--- src/rtl/wb_line_bridge_if.sv ---
// Wishbone line-bus bundle between wb_line_bridge (master) and a line-wide slave.
// The address field carries line addresses, so its width drops the in-line offset bits.
interface wb_line_bridge_if #(
    parameter int LINE_W = 128,
    parameter int ADDR_W = 16
);
    localparam int OFF = $clog2(LINE_W / 8);

    logic [ADDR_W-OFF-1:0] wb_adr;
    logic [LINE_W-1:0]     wb_dat_m;
    logic [LINE_W-1:0]     wb_dat_s;
    logic [LINE_W/8-1:0]   wb_sel;
    logic                  wb_we;
    logic                  wb_stb;
    logic                  wb_cyc;
    logic                  wb_ack;
    logic                  wb_rty;

    modport master (
        output wb_adr, wb_dat_m, wb_sel, wb_we, wb_stb, wb_cyc,
        input  wb_dat_s, wb_ack, wb_rty
    );

    modport slave (
        input  wb_adr, wb_dat_m, wb_sel, wb_we, wb_stb, wb_cyc,
        output wb_dat_s, wb_ack, wb_rty
    );
endinterface

--- src/rtl/wb_line_bridge.sv ---
// Single-word CPU request to line-wide Wishbone bridge with bounded RTY retries.
// Optional bus watchdog enabled by defining WB_BRIDGE_TIMEOUT_EN.
module wb_line_bridge #(
    parameter int WORD_W    = 16,
    parameter int LINE_W    = 128,
    parameter int ADDR_W    = 16,
    parameter int MAX_RETRY = 7
) (
    input  logic                clk,
    input  logic                rst,
    input  logic                req_valid,
    input  logic                req_write,
    input  logic [ADDR_W-1:0]   req_addr,
    input  logic [WORD_W-1:0]   req_wdata,
    input  logic [WORD_W/8-1:0] req_wmask,
    output logic                resp,
    output logic [WORD_W-1:0]   rdata,
    output logic                err,
    output logic                busy,
    wb_line_bridge_if.master    wb
);
    localparam int LANES     = LINE_W / WORD_W;
    localparam int OFF       = $clog2(LINE_W / 8);
    localparam int LSB       = $clog2(WORD_W / 8);
    localparam int BE_W      = WORD_W / 8;
    localparam int LANE_BITS = (LANES > 1) ? $clog2(LANES) : 1;
    localparam int RTY_W     = (MAX_RETRY > 0) ? $clog2(MAX_RETRY + 1) : 1;

    localparam logic [1:0] S_IDLE    = 2'd0;
    localparam logic [1:0] S_BUS     = 2'd1;
    localparam logic [1:0] S_BACKOFF = 2'd2;
    localparam logic [1:0] S_DONE    = 2'd3;

    logic [1:0]            state_q,  state_d;
    logic [RTY_W-1:0]      retry_q,  retry_d;
    logic [LANE_BITS-1:0]  lane_q,   lane_d;
    logic                  write_q,  write_d;
    logic                  resp_q,   resp_d;
    logic                  err_q,    err_d;
    logic                  busy_q,   busy_d;
    logic [WORD_W-1:0]     rdata_q,  rdata_d;
    logic [ADDR_W-OFF-1:0] adr_q,    adr_d;
    logic [LINE_W-1:0]     dat_q,    dat_d;
    logic [LINE_W/8-1:0]   sel_q,    sel_d;
    logic                  we_q,     we_d;
    logic                  stb_q,    stb_d;

    logic [LANE_BITS-1:0]  lane_in_s;
    logic [LINE_W-1:0]     dat_line_s;
    logic [LINE_W/8-1:0]   sel_line_s;
    logic [WORD_W-1:0]     rd_lane_s;

`ifdef WB_BRIDGE_TIMEOUT_EN
    logic [15:0] wdog_q, wdog_d;
`endif

    // Sub-word address bits never reach the bus; the name keeps them out of lint.
    generate
        if (LSB > 0) begin : g_low_bits
            logic unused_low_s;
            assign unused_low_s = ^req_addr[LSB-1:0];
        end
    endgenerate

    // Lane index of the incoming request within its line.
    always_comb begin
        lane_in_s = (LANES > 1) ? LANE_BITS'(req_addr[ADDR_W-1:LSB]) : '0;
    end

    // Place the store word and its byte enables into the selected lane only.
    always_comb begin
        dat_line_s = '0;
        sel_line_s = '0;
        for (int i = 0; i < LANES; i++) begin
            dat_line_s[i*WORD_W +: WORD_W] = (lane_in_s == LANE_BITS'(i)) ? req_wdata : {WORD_W{1'b0}};
            sel_line_s[i*BE_W +: BE_W]     = (lane_in_s == LANE_BITS'(i)) ?
                                             (req_write ? req_wmask : {BE_W{1'b1}}) : {BE_W{1'b0}};
        end
    end

    // Pick the latched lane out of the returned slave line.
    always_comb begin
        rd_lane_s = '0;
        for (int i = 0; i < LANES; i++) begin
            rd_lane_s = (lane_q == LANE_BITS'(i)) ? wb.wb_dat_s[i*WORD_W +: WORD_W] : rd_lane_s;
        end
    end

    // Next-state and registered-output logic.
    always_comb begin
        state_d = state_q;
        retry_d = retry_q;
        lane_d  = lane_q;
        write_d = write_q;
        rdata_d = rdata_q;
        adr_d   = adr_q;
        dat_d   = dat_q;
        sel_d   = sel_q;
        err_d   = 1'b0;
`ifdef WB_BRIDGE_TIMEOUT_EN
        wdog_d  = wdog_q;
`endif
        case (state_q)
            S_IDLE: begin
                if (req_valid) begin
                    state_d = S_BUS;
                    retry_d = '0;
                    lane_d  = lane_in_s;
                    write_d = req_write;
                    adr_d   = req_addr[ADDR_W-1:OFF];
                    dat_d   = dat_line_s;
                    sel_d   = sel_line_s;
                end else begin
                    state_d = S_IDLE;
                end
            end
            S_BUS: begin
                if (wb.wb_ack) begin
                    rdata_d = rd_lane_s;
                    state_d = S_DONE;
                end else if (wb.wb_rty) begin
                    if (retry_q == RTY_W'(MAX_RETRY)) begin
                        state_d = S_DONE;
                        err_d   = 1'b1;
                    end else begin
                        retry_d = retry_q + RTY_W'(1);
                        state_d = S_BACKOFF;
                    end
                end else begin
`ifdef WB_BRIDGE_TIMEOUT_EN
                    if (wdog_q == 16'd1023) begin
                        state_d = S_DONE;
                        err_d   = 1'b1;
                    end else begin
                        wdog_d  = wdog_q + 16'd1;
                    end
`else
                    state_d = S_BUS;
`endif
                end
            end
            S_BACKOFF: state_d = S_BUS;
            S_DONE:    state_d = S_IDLE;
            default:   state_d = S_IDLE;
        endcase
`ifdef WB_BRIDGE_TIMEOUT_EN
        wdog_d = ((state_d == S_BUS) && (state_q != S_BUS)) ? 16'd0 : wdog_d;
`endif
        stb_d  = (state_d == S_BUS);
        we_d   = (state_d == S_BUS) && write_d;
        resp_d = (state_d == S_DONE);
        busy_d = (state_d != S_IDLE);
    end

    // State and output registers; reset also drops the bus strobe mid-cycle.
    always_ff @(posedge clk or posedge rst) begin
        if (rst) begin
            state_q <= S_IDLE;
            retry_q <= '0;
            lane_q  <= '0;
            write_q <= 1'b0;
            resp_q  <= 1'b0;
            err_q   <= 1'b0;
            busy_q  <= 1'b0;
            rdata_q <= '0;
            adr_q   <= '0;
            dat_q   <= '0;
            sel_q   <= '0;
            we_q    <= 1'b0;
            stb_q   <= 1'b0;
        end else begin
            state_q <= state_d;
            retry_q <= retry_d;
            lane_q  <= lane_d;
            write_q <= write_d;
            resp_q  <= resp_d;
            err_q   <= err_d;
            busy_q  <= busy_d;
            rdata_q <= rdata_d;
            adr_q   <= adr_d;
            dat_q   <= dat_d;
            sel_q   <= sel_d;
            we_q    <= we_d;
            stb_q   <= stb_d;
        end
    end

`ifdef WB_BRIDGE_TIMEOUT_EN
    // Watchdog counter of cycles spent waiting in BUS.
    always_ff @(posedge clk or posedge rst) begin
        if (rst) begin
            wdog_q <= 16'd0;
        end else begin
            wdog_q <= wdog_d;
        end
    end
`endif

    assign resp        = resp_q;
    assign rdata       = rdata_q;
    assign err         = err_q;
    assign busy        = busy_q;
    assign wb.wb_adr   = adr_q;
    assign wb.wb_dat_m = dat_q;
    assign wb.wb_sel   = sel_q;
    assign wb.wb_we    = we_q;
    assign wb.wb_stb   = stb_q;
    assign wb.wb_cyc   = stb_q;
endmodule
--- src/flat_wrapper.sv ---
// flat-port wrapper written by rule: the top's interface ports become plain ports
module wb_line_bridge_flat 
#(
    parameter int WORD_W    = 16,
    parameter int LINE_W    = 128,
    parameter int ADDR_W    = 16,
    parameter int MAX_RETRY = 7
)
  (clk, rst, req_valid, req_write, req_addr, req_wdata, req_wmask, resp, rdata, err, busy, wb_wb_adr, wb_wb_dat_m, wb_wb_sel, wb_wb_we, wb_wb_stb, wb_wb_cyc, wb_wb_dat_s, wb_wb_ack, wb_wb_rty);
  wb_line_bridge_if #(.LINE_W(LINE_W), .ADDR_W(ADDR_W)) wb_i ();
  input  logic clk;
  input  logic rst;
  input  logic req_valid;
  input  logic req_write;
  input  logic [ADDR_W-1:0] req_addr;
  input  logic [WORD_W-1:0] req_wdata;
  input  logic [WORD_W/8-1:0] req_wmask;
  output logic resp;
  output logic [WORD_W-1:0] rdata;
  output logic err;
  output logic busy;
  output wire logic [$bits(wb_i.wb_adr)-1:0] wb_wb_adr;
  output wire logic [$bits(wb_i.wb_dat_m)-1:0] wb_wb_dat_m;
  output wire logic [$bits(wb_i.wb_sel)-1:0] wb_wb_sel;
  output wire logic [$bits(wb_i.wb_we)-1:0] wb_wb_we;
  output wire logic [$bits(wb_i.wb_stb)-1:0] wb_wb_stb;
  output wire logic [$bits(wb_i.wb_cyc)-1:0] wb_wb_cyc;
  input wire logic [$bits(wb_i.wb_dat_s)-1:0] wb_wb_dat_s;
  input wire logic [$bits(wb_i.wb_ack)-1:0] wb_wb_ack;
  input wire logic [$bits(wb_i.wb_rty)-1:0] wb_wb_rty;
  assign wb_wb_adr = wb_i.wb_adr;
  assign wb_wb_dat_m = wb_i.wb_dat_m;
  assign wb_wb_sel = wb_i.wb_sel;
  assign wb_wb_we = wb_i.wb_we;
  assign wb_wb_stb = wb_i.wb_stb;
  assign wb_wb_cyc = wb_i.wb_cyc;
  assign wb_i.wb_dat_s = wb_wb_dat_s;
  assign wb_i.wb_ack = wb_wb_ack;
  assign wb_i.wb_rty = wb_wb_rty;
  wb_line_bridge #(.WORD_W(WORD_W), .LINE_W(LINE_W), .ADDR_W(ADDR_W), .MAX_RETRY(MAX_RETRY)) u_core (.clk(clk), .rst(rst), .req_valid(req_valid), .req_write(req_write), .req_addr(req_addr), .req_wdata(req_wdata), .req_wmask(req_wmask), .resp(resp), .rdata(rdata), .err(err), .busy(busy), .wb(wb_i));
endmodule
--- config.mk ---
export PLATFORM = sky130hd
export DESIGN_NAME = wb_line_bridge_flat
export DESIGN_NICKNAME = d
export VERILOG_FILES = /design/src/rtl/wb_line_bridge_if.sv /design/src/rtl/wb_line_bridge.sv /design/src/flat_wrapper.sv
export SDC_FILE = /design/constraint.sdc
export NUM_CORES = 1
export LEC_CHECK = 0
export BUFFER_PORTS_ARGS = -buffer_cell sky130_fd_sc_hd__buf_2
export CAP_MARGIN = 20
export CORE_MARGIN = 3
export CORE_UTILIZATION = 30
export CTS_BUF_LIST = sky130_fd_sc_hd__clkbuf_16
export CTS_CLUSTER_DIAMETER = 80
export DETAILED_ROUTE_END_ITERATION = 16
export PLACE_DENSITY = 0.5
export SKIP_LAST_GASP = 1
export SLEW_MARGIN = 20
export SYNTH_ARGS = -nofsm -noshare
export SYNTH_HDL_FRONTEND = slang
export SYNTH_SLANG_ARGS = --single-unit
--- constraint.sdc ---
create_clock -name clk -period 8.08 [get_ports clk]
set_clock_uncertainty 0.15 [all_clocks]
set_input_delay 1.212 -clock clk [delete_from_list [all_inputs] [get_ports clk]]
set_output_delay 1.212 -clock clk [all_outputs]
set_load 0.02 [all_outputs]
Yosys cells after proc, flatten, opt, wreduce, memory -nomap -nowiden. Index checks and enable logic that the tools add are counted.

Multipliers: 0. Bitwise logic cells: 0. Shift-type cells: 0. Reductions and logical operators: 9. Add/subtract/negate cells: 1. Equal/unequal tests: 24. Divide/modulo/power cells: 0. Mux-type cells: 41. Order comparisons: 0.

Operators with widths (count): two-way mux 16 bit (16); equality test 3 bit, second input constant (9); two-way mux 2 bit (11); equality test 3 x 2 -> 1 bit, second input constant (4); two-way mux 3 bit (4); two-way mux 1 bit (8); inequality test 2 bit, second input constant (4); one-hot mux 2 bit (4 select lines) (1); equality test 2 bit, second input constant (3); equality test 3 x 1 -> 1 bit, second input constant (2); zero test 3 bit (2); one-hot mux 3 bit (2 select lines) (1); AND reduction 5 bit (1); equality test 2 x 1 -> 1 bit, second input constant (2); AND reduction 2 bit (2); nonzero test 2 bit (2); adder 3 x 1 -> 3 bit, second input constant (1); zero test 2 bit (1); logical AND 1 bit (1).

Register bits after elaboration: 186. Word-level logic and storage cells: 88. Bits in writable memories: 0. Output and inout port bits: 178. Input bits: 168. Bits in latches: 0. Memories: 0. Bits in read-only memories: 0.

Longest topological paths before layout.
Word-level depth: 9. Gate-level depth with buffers: 7. Gate-level depth less buffers: 6.

Worst setup path after synthesis. Ideal clock, no wire load.

Path type: input port to flip-flop. Start point: input req_addr[2]. End point: register u_core.dat_q[32], in the netlist u_core.wb.wb_dat_m[32]. Stages: 6. Path buffers: 3. Required time: 7.809 ns. Data arrival time: 2.144 ns. Path slack: 5.665 ns. Path through: buf_4 -> nor3b_2 -> and3_1 -> clkbuf_2 -> buf_4 -> a22o_1.

Word-level cells in the longest chain between the ends: 2.

Ends and longest elaborated chain: from (decl) (RTL line flat_wrapper.sv:15) `input logic [ADDR_W-1:0] req_addr;`; equality test 3 x 2 -> 1 bit (RTL line wb_line_bridge.sv:75) `dat_line_s[i*WORD_W +: WORD_W] = (lane_in_s == LANE_BITS'(i)) ? req_wdata : {WORD_W{1'b0}};`; two-way mux 16 bit (RTL line wb_line_bridge.sv:75); to (signal assigned) (RTL line wb_line_bridge.sv:181) `dat_q <= dat_d;`; to (decl) (RTL line wb_line_bridge.sv:43) `logic [LINE_W-1:0] dat_q, dat_d;`.

No other way between the ends. A chain may end at the register's enable or synchronous reset.

Worst setup path in the final report.
Start point: input req_valid. End point: register u_core.dat_q[50], in the netlist u_core.wb.wb_dat_m[50].

Word-level cells in the longest chain between the ends: 1.

Ends and longest elaborated chain: from (decl) (RTL line flat_wrapper.sv:13) `input logic req_valid;`; AND reduction 2 bit (no source line).

No other way between the ends.

==> run summary <==
Die height -> 171 microns
Post-synth EDFFs -> 0
Sequential element share of the synthesized area -> 57.0%
Pre-CTS WS -> 4.86 ns
Post-Syn Area -> 8170 sq um
Met1 Usage GRT -> 23.5%
Starting Density -> 30.9%
Syn nets -> 866
Cells after Synth -> 696
Layout Cells excl Fill -> 1,340
Via-per-instance ratio -> 5.08
P per Cell Area -> 362 nW/um^2
Post-CTS Setup Inserts -> 0
Ratio of cells with drive above 1 in the final layout -> 39.9%
Startpoint Class -> primary input
Area Growth Syn to Fin -> 29.6%
Critical path capture point type -> register
# port buffers -> 344
Worst path required time -> 8.30 ns
Leakage Power -> 5.58 nW
Status -> completed
Core area -> 26,400 sq um
GRT Residual Overflow -> 0
Final setup TNS -> 0 ns
DRC violations left -> 0
CTS Root Cell -> clkbuf_16
Crit Path Class -> primary input to register
Vias in the first global route -> 6,770
Final WL -> 28,100 microns
Clk_lat worst skew -> 0.43 ns
Top post-synthesis cells by area -> dfrtp_1 (57%), a22o_1 (15%), mux2i_1 (3.3%)
CP startpoint -> req_valid
Met3 Resource Use GR -> 3.81%
Max-slew headroom -> 31.7%
Gr usage total -> 18.3%
Mapped Avg Cell Area -> 11.7 sq um
Clock sink count -> 186
Reg clk slew, reported paths -> 0.08 ns
H-tree Lvls -> 4
Crit Reg-Reg Startpoint -> u_core.state_q[0]$_DFF_PP0_
Setup-failing EPs final -> 0
Largest net degree at the start of global routing -> 163
Drt wl/cell -> 20.9 microns
Critical path fanouts, max -> 114
Synth area leader -> dfrtp_1
Met2 usage -> 30.5%
First-pass GRT wire length -> 41,300 microns
Post-DP HPWL -> 19,900 microns
Area of the multi-input gates -> 3040 sq um
Chip Width -> 171 microns
Hold slack -> 0.322 ns
Asr flop ratio synth -> 100%
Post-Place Cells -> 1,302
CTS tree -> yes
Hold Startpoint -> u_core.wb.wb_adr[0]$_DFFE_PP0P_
First-pass detailed-route iteration total -> 4
Crit path DAT -> 2.81 ns
Top cell type's share of synthesized area -> 57.0%
Layout Nets -> 1,157
Site Rows -> 59
Antenna violations before repair -> 6
VDD IR-drop max -> 0.138 mV
RSZ-0062 raised after global routing -> false
Die area -> 29,300 sq um
Fill count -> 2,638
Max clock buf depth -> 2
Worst Tran Pin Value -> 1.02 ns
Setup ws final -> 5.49 ns
Worst hold path type -> register to register
CTS Hold Buffers Added -> 0
Placer Congestion -> 0.842
Total number of vias -> 6,807
Max Cap Violations -> 0
F_max -> 386 MHz
Post-CTS Resized -> 0
Cell with the most instances after synthesis -> dfrtp_1
Period utilisation layout -> 32.1%
Ports -> 346
Max Slew Vio Count -> 0
Distinct cells, synth -> 41
Antenna-violating nets left -> 0
Storage cell area -> 4660 sq um
GRT busiest layer -> met2
Pwr Total -> 3.84 mW
First DRT Iteration DRCs -> 396
Synthesis warning total -> 0
Most frequent cells after synthesis -> dfrtp_1 (186), a22o_1 (141), nand2_1 (62)
Total CTS buffers -> 17
Synthesis-stage register bit count -> 186
Top_reg_cell synth -> dfrtp_1
Tmin final -> 2.59 ns
Final hold violations -> 0
[flip-flops by register name, indices dropped and copies added, names as in the netlist]
| name | cells |
|---|---|
| u_core.busy | 1 |
| u_core.rdata | 16 |
| u_core.wb.wb_cyc | 1 |
| u_core.wb.wb_dat_m | 128 |
| u_core.write_q | 1 |
| u_core.state_q | 2 |
| u_core.wb.wb_adr | 12 |
| u_core.wb.wb_sel | 16 |
| u_core.err | 1 |
| u_core.resp | 1 |
| u_core.wb.wb_we | 1 |
| u_core.lane_q | 3 |
| u_core.retry_q | 3 |
[power by group]
group          switching [mW]  internal, mW
logic                   0.955         0.572
registers               0.198          1.20
clock network           0.446         0.463
total                    1.60          2.24
[worst paths after layout]
path	to	slack, ns	depth (start not counted)
setup / recovery	u_core.wb.wb_dat_m[50]$_DFFE_PP0P_	5.49	5
hold / removal	u_core.wb.wb_adr[0]$_DFFE_PP0P_	0.32	2
setup reg to reg	u_core.wb.wb_dat_m[50]$_DFFE_PP0P_	5.50	5
hold reg to reg	u_core.wb.wb_adr[0]$_DFFE_PP0P_	0.32	2
max in group asynchronous	u_core.lane_q[0]$_DFFE_PP0P_	5.84	3
min in group asynchronous	u_core.wb.wb_dat_m[117]$_DFFE_PP0P_	0.73	2
[layout make-up]
cell class / instances / area share [%]
multi-input combinational: 428 / 28.7
sequential: 186 / 44.0
clock buffer: 17 / 4.02
timing repair buffer: 349 / 16.8
clock inverter: 15 / 2.17
tap: 335 / 3.96
antenna: 5 / 0.118
inverter: 5 / 0.248
[cell families (layout without fill, tap and decap cells)]
| logic type | after synthesis | in the layout | share of synthesized area (%) |
|---|---|---|---|
| AND/OR/NAND/NOR | 138 | 138 | 9.05 |
| flip-flops | 186 | 186 | 57.0 |
| adder cells (fa/ha/maj) | 2 | 2 | 0.306 |
| multiplexers | 30 | 30 | 3.86 |
| AO/OA/AOI/OAI | 258 | 258 | 23.9 |
| buffers and inverters | 82 | 386 | 5.99 |
| other | 0 | 5 | 0 |
[through the flow]
step | utilization (%) | instance area (sq um)
after floorplan | - | 8170
after global placement | 37.4 | 9890
after detailed placement | 37.4 | 9890
after CTS | 39.9 | 10500
after global routing | 40.1 | 10600
final | 40.1 | 10600
[worst max-delay path, cell delays in order]
cell and delay [ns]:
buf_2 0.19, nand2_8 0.26, buf_16 0.34, nor2_4 0.50, a22o_1 0.20
[placed cells by master (no fill, tap or decap), types with 5 or more instances in the layout]
cell type / synthesis / layout
nand3_1: 13 / 13
nand2_1: 62 / 62
o21ai_0: 51 / 51
buf_2: 20 / 344
dfrtp_1: 186 / 184
mux2i_1: 27 / 27
nor2_1: 16 / 16
o22ai_1: 12 / 12
a21oi_1: 20 / 20
diode_2: 0 / 5
inv_8: 0 / 5
a22o_1: 141 / 141
nand3b_1: 18 / 18
clkinv_8: 0 / 6
clkbuf_16: 0 / 17
a221oi_1: 15 / 15
[metal layers]
metal	up-vias	share of wire, %
met5	-	0
met2	249	49
met3	32	6.3
met1	3352	43
li1	3174	-
met4	0	2.6
(Power assumes the default switching activity.)
